**src/rtl/reg_port_sequencer_pkg.sv**
```systemverilog
// Shared constants for the register-file port sequencer: per-port sequence
// codes, byte/word flag values, FSM state encodings and the lane-index width helper.
// Latency: n/a (constants only). Backpressure: n/a.
package reg_port_sequencer_pkg;

  // Per-port sequence codes carried on REG_SEQX, two bits per port.
  localparam logic [1:0] SEQ_NONE   = 2'b00;  // port unused this instruction
  localparam logic [1:0] SEQ_READ   = 2'b01;  // read only
  localparam logic [1:0] SEQ_UPDATE = 2'b10;  // read, then byte-masked write
  localparam logic [1:0] SEQ_WRITE  = 2'b11;  // byte-masked write only

  // BYTEX values, one bit per port.
  localparam logic BYTEX_WORD = 1'b0;
  localparam logic BYTEX_BYTE = 1'b1;

  // Sequencer FSM states.
  localparam logic [1:0] ST_IDLE  = 2'b00;  // waiting for DECODE
  localparam logic [1:0] ST_ARMED = 2'b01;  // decoded, waiting for first EXECUTE
  localparam logic [1:0] ST_EXEC  = 2'b10;  // EXECUTE held by STALL
  localparam logic [1:0] ST_WRITE = 2'b11;  // write enables up, waiting for COMMIT

  // Width of the byte-lane index; never narrower than one bit so a
  // single-lane register still has a legal ADDR_LO port.
  function automatic int lane_bits(input int lanes);
    return (lanes > 1) ? $clog2(lanes) : 1;
  endfunction

endpackage

```
**src/rtl/reg_lane_decode.sv**
```systemverilog
// Per-port decoder: turns a sequence code, byte/word flag and low address bits
// into a lane-enable mask plus port-enable and write-intent bits.
// Latency: combinational. Backpressure: none.
//
// Ports:
//   code      - 2-bit sequence code for this port
//   bytex     - 0 word access, 1 single byte lane
//   addr_lo   - byte address low bits, picks the lane in byte mode
//   lane_mask - lane enables for this port
//   en        - port takes part in the instruction
//   wen       - port will be written (UPDATE or WRITE)
module reg_lane_decode
  import reg_port_sequencer_pkg::*;
#(
  parameter int LANES = 2,
  parameter int LB    = 1
) (
  input  logic [1:0]       code,
  input  logic             bytex,
  input  logic [LB-1:0]    addr_lo,
  output logic [LANES-1:0] lane_mask,
  output logic             en,
  output logic             wen
);

  logic [LANES-1:0] byte_mask;

  // One-hot lane select. An out-of-range address (possible when LANES is
  // not a power of two) saturates onto the top lane instead of selecting
  // nothing, so a byte write never silently disappears.
  always_comb begin
    byte_mask = '0;
    for (int l = 0; l < LANES; l++) begin
      if ((int'(addr_lo) == l) || ((l == LANES - 1) && (int'(addr_lo) >= LANES))) begin
        byte_mask[l] = 1'b1;
      end
    end
  end

  always_comb begin
    lane_mask = '0;
    en        = 1'b0;
    wen       = 1'b0;
    case (code)
      SEQ_NONE: begin
        lane_mask = '0;
      end
      SEQ_READ: begin
        // Reads always fetch the whole register; BYTEX only shapes writes.
        en        = 1'b1;
        lane_mask = '1;
      end
      SEQ_UPDATE, SEQ_WRITE: begin
        en  = 1'b1;
        wen = 1'b1;
        case (bytex)
          BYTEX_WORD: lane_mask = '1;
          BYTEX_BYTE: lane_mask = byte_mask;
          default:    lane_mask = '1;
        endcase
      end
      default: begin
        lane_mask = '0;
      end
    endcase
  end

endmodule

```
**src/rtl/reg_port_sequencer.sv**
```systemverilog
// Register-file port sequencer: captures per-port codes at DECODE and drives
// port/lane enables through EXECUTE and write enables into the COMMIT cycle.
// Latency: outputs registered, one edge after the phase strobe. Backpressure: STALL holds EXECUTE.
//
// Ports:
//   CLK, RESET                     - clock, synchronous active-high reset
//   FETCH/DECODE/EXECUTE/COMMIT    - one-hot phase strobes
//   STALL                          - holds the EXECUTE phase (looked at only with EXECUTE)
//   REG_SEQX, BYTEX, ADDR_LO       - per-instruction port codes, sampled at DECODE only
//   REG_EN, REG_WEN, REG_BYTE_EN   - register-file port, write and lane enables
//   BUSY                           - a sequence is in flight
//   SEQ_ERR                        - sticky phase-order / one-hot violation flag
module reg_port_sequencer
  import reg_port_sequencer_pkg::*;
#(
  parameter  int DATA_WIDTH = 16,
  parameter  int NPORTS     = 2,
  localparam int LANES      = DATA_WIDTH / 8,
  localparam int LB         = lane_bits(LANES)
) (
  input  logic                    CLK,
  input  logic                    RESET,
  input  logic                    FETCH,
  input  logic                    DECODE,
  input  logic                    EXECUTE,
  input  logic                    COMMIT,
  input  logic                    STALL,
  input  logic [2*NPORTS-1:0]     REG_SEQX,
  input  logic [NPORTS-1:0]       BYTEX,
  input  logic [LB-1:0]           ADDR_LO,
  output logic [NPORTS-1:0]       REG_EN,
  output logic [NPORTS-1:0]       REG_WEN,
  output logic [NPORTS*LANES-1:0] REG_BYTE_EN,
  output logic                    BUSY,
  output logic                    SEQ_ERR
);

  logic [1:0]               state;
  logic [NPORTS-1:0]        wen_intent;  // write intent captured at DECODE
  logic [NPORTS-1:0]        dec_en;
  logic [NPORTS-1:0]        dec_wen;
  logic [NPORTS*LANES-1:0]  dec_mask;
  logic                     multi_hot;
  logic                     order_err;
  logic                     seq_fault;

  // ---------------------------------------------------------------------
  // Per-port decode of the incoming instruction fields
  // ---------------------------------------------------------------------
  for (genvar p = 0; p < NPORTS; p++) begin : g_port
    reg_lane_decode #(
      .LANES (LANES),
      .LB    (LB)
    ) u_lane_decode (
      .code      (REG_SEQX[2*p+1:2*p]),
      .bytex     (BYTEX[p]),
      .addr_lo   (ADDR_LO),
      .lane_mask (dec_mask[LANES*p +: LANES]),
      .en        (dec_en[p]),
      .wen       (dec_wen[p])
    );
  end

  // ---------------------------------------------------------------------
  // Phase-order checking. FETCH is left out: it outranks error detection,
  // so FETCH together with any other strobe is a clean abort.
  // ---------------------------------------------------------------------
  always_comb begin
    multi_hot = (DECODE & EXECUTE) | (DECODE & COMMIT) | (EXECUTE & COMMIT);
    order_err = (DECODE  && (state != ST_IDLE))
             || (EXECUTE && ((state == ST_IDLE) || (state == ST_WRITE)))
             || (COMMIT  && (state != ST_WRITE));
    seq_fault = multi_hot | order_err;
  end

  // ---------------------------------------------------------------------
  // Sequencer FSM and output registers
  // ---------------------------------------------------------------------
  always_ff @(posedge CLK) begin
    if (RESET) begin
      state       <= ST_IDLE;
      REG_EN      <= '0;
      REG_WEN     <= '0;
      REG_BYTE_EN <= '0;
      wen_intent  <= '0;
      SEQ_ERR     <= 1'b0;
    end else if (FETCH) begin
      // Abort whatever is in flight; not an error.
      state       <= ST_IDLE;
      REG_EN      <= '0;
      REG_WEN     <= '0;
      REG_BYTE_EN <= '0;
      wen_intent  <= '0;
    end else if (seq_fault) begin
      state       <= ST_IDLE;
      REG_EN      <= '0;
      REG_WEN     <= '0;
      REG_BYTE_EN <= '0;
      wen_intent  <= '0;
      SEQ_ERR     <= 1'b1;
    end else begin
      case (state)
        ST_IDLE: begin
          if (DECODE) begin
            state       <= ST_ARMED;
            REG_EN      <= dec_en;
            REG_BYTE_EN <= dec_mask;
            wen_intent  <= dec_wen;
          end
        end
        ST_ARMED: begin
          // An unstalled first EXECUTE goes straight to WRITE so the write
          // enables land in the COMMIT cycle; a stalled one parks in EXEC.
          if (EXECUTE) begin
            if (STALL) begin
              state <= ST_EXEC;
            end else begin
              state   <= ST_WRITE;
              REG_WEN <= wen_intent;
            end
          end
        end
        ST_EXEC: begin
          if (EXECUTE && !STALL) begin
            state   <= ST_WRITE;
            REG_WEN <= wen_intent;
          end
        end
        ST_WRITE: begin
          if (COMMIT) begin
            state       <= ST_IDLE;
            REG_EN      <= '0;
            REG_WEN     <= '0;
            REG_BYTE_EN <= '0;
            wen_intent  <= '0;
          end
        end
        default: begin
          state <= ST_IDLE;
        end
      endcase
    end
  end

  // Straight from the state register, so still free of input-to-output paths.
  assign BUSY = (state != ST_IDLE);

endmodule

```
**config.mk**
```make
export PLATFORM = sky130hd
export DESIGN_NAME = reg_port_sequencer
export DESIGN_NICKNAME = d
export VERILOG_FILES = /design/src/rtl/reg_port_sequencer_pkg.sv /design/src/rtl/reg_lane_decode.sv /design/src/rtl/reg_port_sequencer.sv
export SDC_FILE = /design/constraint.sdc
export NUM_CORES = 1
export LEC_CHECK = 0
export ABC_CLOCK_PERIOD_IN_PS = 2310
export CORE_UTILIZATION = 43
export CTS_CLUSTER_DIAMETER = 120
export CTS_CLUSTER_SIZE = 24
export DETAILED_ROUTE_END_ITERATION = 8
export MAX_ROUTING_LAYER = met4
export PLACE_DENSITY = 0.8
export SLEW_MARGIN = 0
export SYNTH_ARGS = -nofsm -noshare
export SYNTH_HDL_FRONTEND = slang
export SYNTH_SLANG_ARGS = --single-unit
export TNS_END_PERCENT = 10
```
**constraint.sdc**
```tcl
create_clock -name CLK -period 2.31 [get_ports CLK]
set_input_delay 0.462 -clock CLK [delete_from_list [all_inputs] [get_ports CLK]]
set_output_delay 0.462 -clock CLK [all_outputs]
set_load 0.01 [all_outputs]
```
==> summary.md <==
| Metric | Value |
|---|---|
| Worst Max-Slew Pin Slew | `approximately 470 ps` |
| R2R Path Start | `state[0]` |
| Gpl congestion | `slightly below 0.9` |
| First-pass GRT wire length | `roughly 2400 um` |
| Slowest-stage cell, CP | `clkdlybuf4s50_1` |
| Fill cell count | `between 100 and 150` |
| # hold bufs at CTS | `0` |
| CP Launch Point | `state[0]` |
| Vias in the first global route | `560` |
| Clock Path Buffers | `2` |
| Sink Count | `13` |
| Clock Tree Root | `clkbuf_4` |
| Vias/cell | `roughly 5.2` |
| GRT Overall Usage | `0.1822` |
| Yosys warning count | `0` |
| Fin util | `0.6742` |
| Top post-synthesis cells by area | `dfxtp_1 (38%), ha_1 (7.4%), nor2_1 (6.6%), a21oi_1 (5.9%), nand2_1 (4.4%)` |
| Final Skew | `3.747 ps` |
| Synth top cells by count | `dfxtp_1 (13), nor2_1 (12), a21oi_1 (8), nand2_1 (8)` |
| Synth Flop Type | `dfxtp_1` |
| Fmax | `488.3 MHz` |
| Setup crit start kind | `register` |
| CP Data Required Time | `1850 ps` |
| Grt ovf | `0` |
| Final min period | `approximately 2000 ps` |
| Post-route DRC | `0` |
| Cell taking the most area after synthesis | `dfxtp_1` |
| Nets | `125` |
| DP Wirelength | `~1100 um` |
| Setup repair after global routing missed its margin | `false` |
| DIE WIDTH | `41.75 um` |
| Synthesized net count | `99` |
| Worst-path maximum fanout | `3` |
| Crit path top cell by count | `inv_1` |
| Clock latency on the worst-skew pair | `270 ps` |
| # setup viols final | `0` |
| Leak pwr | `0.3499 nW` |
| R2R cell count | `6` |
| Setup bufs post-CTS | `0` |
| Post-synthesis area per instance | `~8.4 um2` |
| Core area | `0.001383 mm2` |
| Synthesized area | `679.4 um2` |
| CP max stage delay | `540 ps` |
| Setup slack, reg-to-reg | `390 ps` |
| Per-cell routed wire length | `between 10 and 15 um` |
| Reg-to-reg endpoint | `REG_BYTE_EN[2]` |
| Die Y | `41.75 um` |
| Syn Inst Count | `81` |
| Number of max-cap violations | `0` |
| CTS tree | `built` |
| Power per cell area | `~460 mW/mm2` |
| Initial antenna violation count | `0` |
| WS Path Type | `reg -> out` |
| Diodes inserted | `0` |
| Peak VDD IR | `0.0003280 V` |
| Final hold violations | `0` |
| Top Ports | `24` |
| Yosys top cell area share | `0.3831` |
| Synth unique cells | `24` |
| Layout cells sized above 1 | `0.04717` |
| DRT Pass-1 Iters | `4` |
| Clk slew on worst S/H paths | `70 ps` |
| Fraction of registers with async set/reset | `0` |
| Post-cts sizing count | `0` |
| Largest net degree at the start of global routing | `13` |
| Slew Viols, Final | `0` |
| Post-synthesis sequential area ratio | `0.3831` |
| Initial Util | `0.4914` |
| Crit path capture | `BUSY` |
| EDFF count, synth | `0` |
| Area growth syn-to-layout | `37.20%` |
| Status | `finished clean` |
| DIE AREA | `0.001743 mm2` |
| CTS Buf Count | `3` |
| Crit-path cells | `inv_1 > ha_1 > inv_1 > clkdlybuf4s50_1` |
| Critical path endpoint category | `primary output` |
| Detailed Route WL | `1426 um` |
| 1st-iter DRT viols | `8` |
| Vias | `between 600 and 700` |
| Max_slew headroom | `0.6854` |
| Tcrit/Tclk final | `0.8865` |
| IO Port Bufs | `23` |
| CP arrival | `1590 ps` |
| Final setup TNS | `0 ps` |
| FF+latch count, synth | `13` |
| HP Class | `reg -> reg` |
| Final ANT Viol Nets | `0` |
| Row cnt | `13` |
| # H-tree levels | `1` |
| Most frequent cell after synthesis | `dfxtp_1` |
metrics by stage:
step	instance area, um2	total power [mW]	std cells	hold slack [ps]	setup slack (ps)
floorplan	679.4	0.2687	81	456.8	703.4
global placement	905.9	0.3036	117	451.2	295.7
detailed placement	905.9	0.3044	117	448.5	264.6
CTS	932.1	0.4377	121	459.6	240.9
global route	932.1	0.4586	121	486.8	129.5
finish	932.1	0.4324	121	462.0	262.1
power by group:
part           internal [mW]  switching, mW  leakage [nW]
logic                 0.0395         0.0300         0.230
clock network         0.0669         0.0654        0.0150
registers              0.228        0.00238         0.105
total                  0.335         0.0979         0.350
worst max-delay path: cells and delay by family, from the launching register on:
| family | cells | cell delay [ps] |
|---|---|---|
| adders and majority gates | 1 | 220 |
| buffers and inverters | 3 | 730 |
| DFF | 1 | 370 |
state kept, by name (all words and copies together) (netlist names):
| register | count |
|---|---|
| REG_BYTE_EN | 4 |
| REG_EN | 2 |
| REG_WEN | 2 |
| SEQ_ERR | 1 |
| state | 2 |
| wen_intent | 2 |
per-layer routing:
layer  vias to the layer above  part of all wire  global-route usage
met1                       279              0.45              0.2021
met5                         -                 0                   -
met3                         2             0.048             0.07826
met4                         0            0.0042             0.03871
li1                        334                 -                   -
met2                        14              0.50              0.3031
logic make-up (layout without fill, tap and decap cells):
family                     Yosys count  after routing  synth area share
muxes                                1              1           0.01473
buffers and inverters                6             31           0.05524
DFF                                 13             13            0.3831
AOI/OAI and AO/OA                   18             18            0.1621
adders and majority gates            4              4           0.07367
and+or+nand+nor                     39             39            0.3112
layout by cell type, fill, tap and decap left out, types with 3 or more instances in the layout:
cell type,count
ha_1,4
clkbuf_4,3
dfxtp_1,13
nor2_1,12
nand2_1,8
a21oi_1,8
o21ai_0,3
a211oi_1,3
nand2b_1,4
inv_1,4
clkdlybuf4s50_1,23
worst min path at each step:
stage | startpoint | end | slack (ps) | cells past startpoint
finish | REG_BYTE_EN[3] | REG_BYTE_EN[3] | 460 | 2
detailed placement | REG_BYTE_EN[3] | REG_BYTE_EN[3] | 450 | 2
floorplan | wen_intent[0] | wen_intent[0] | 460 | 2
CTS | REG_BYTE_EN[3] | REG_BYTE_EN[3] | 460 | 2
global placement | REG_BYTE_EN[3] | REG_BYTE_EN[3] | 450 | 2
global route | REG_WEN[1] | REG_WEN[1] | 490 | 2
layout make-up:
class	instances	area, um2	area share
multi-input combinational	62	381.6	0.4094
tap	15	18.77	0.02013
clock buffer	4	26.28	0.02819
sequential	13	260.3	0.2792
timing repair buffer	23	230.2	0.2470
inverter	4	15.01	0.01611
(Power assumes the default switching activity.)
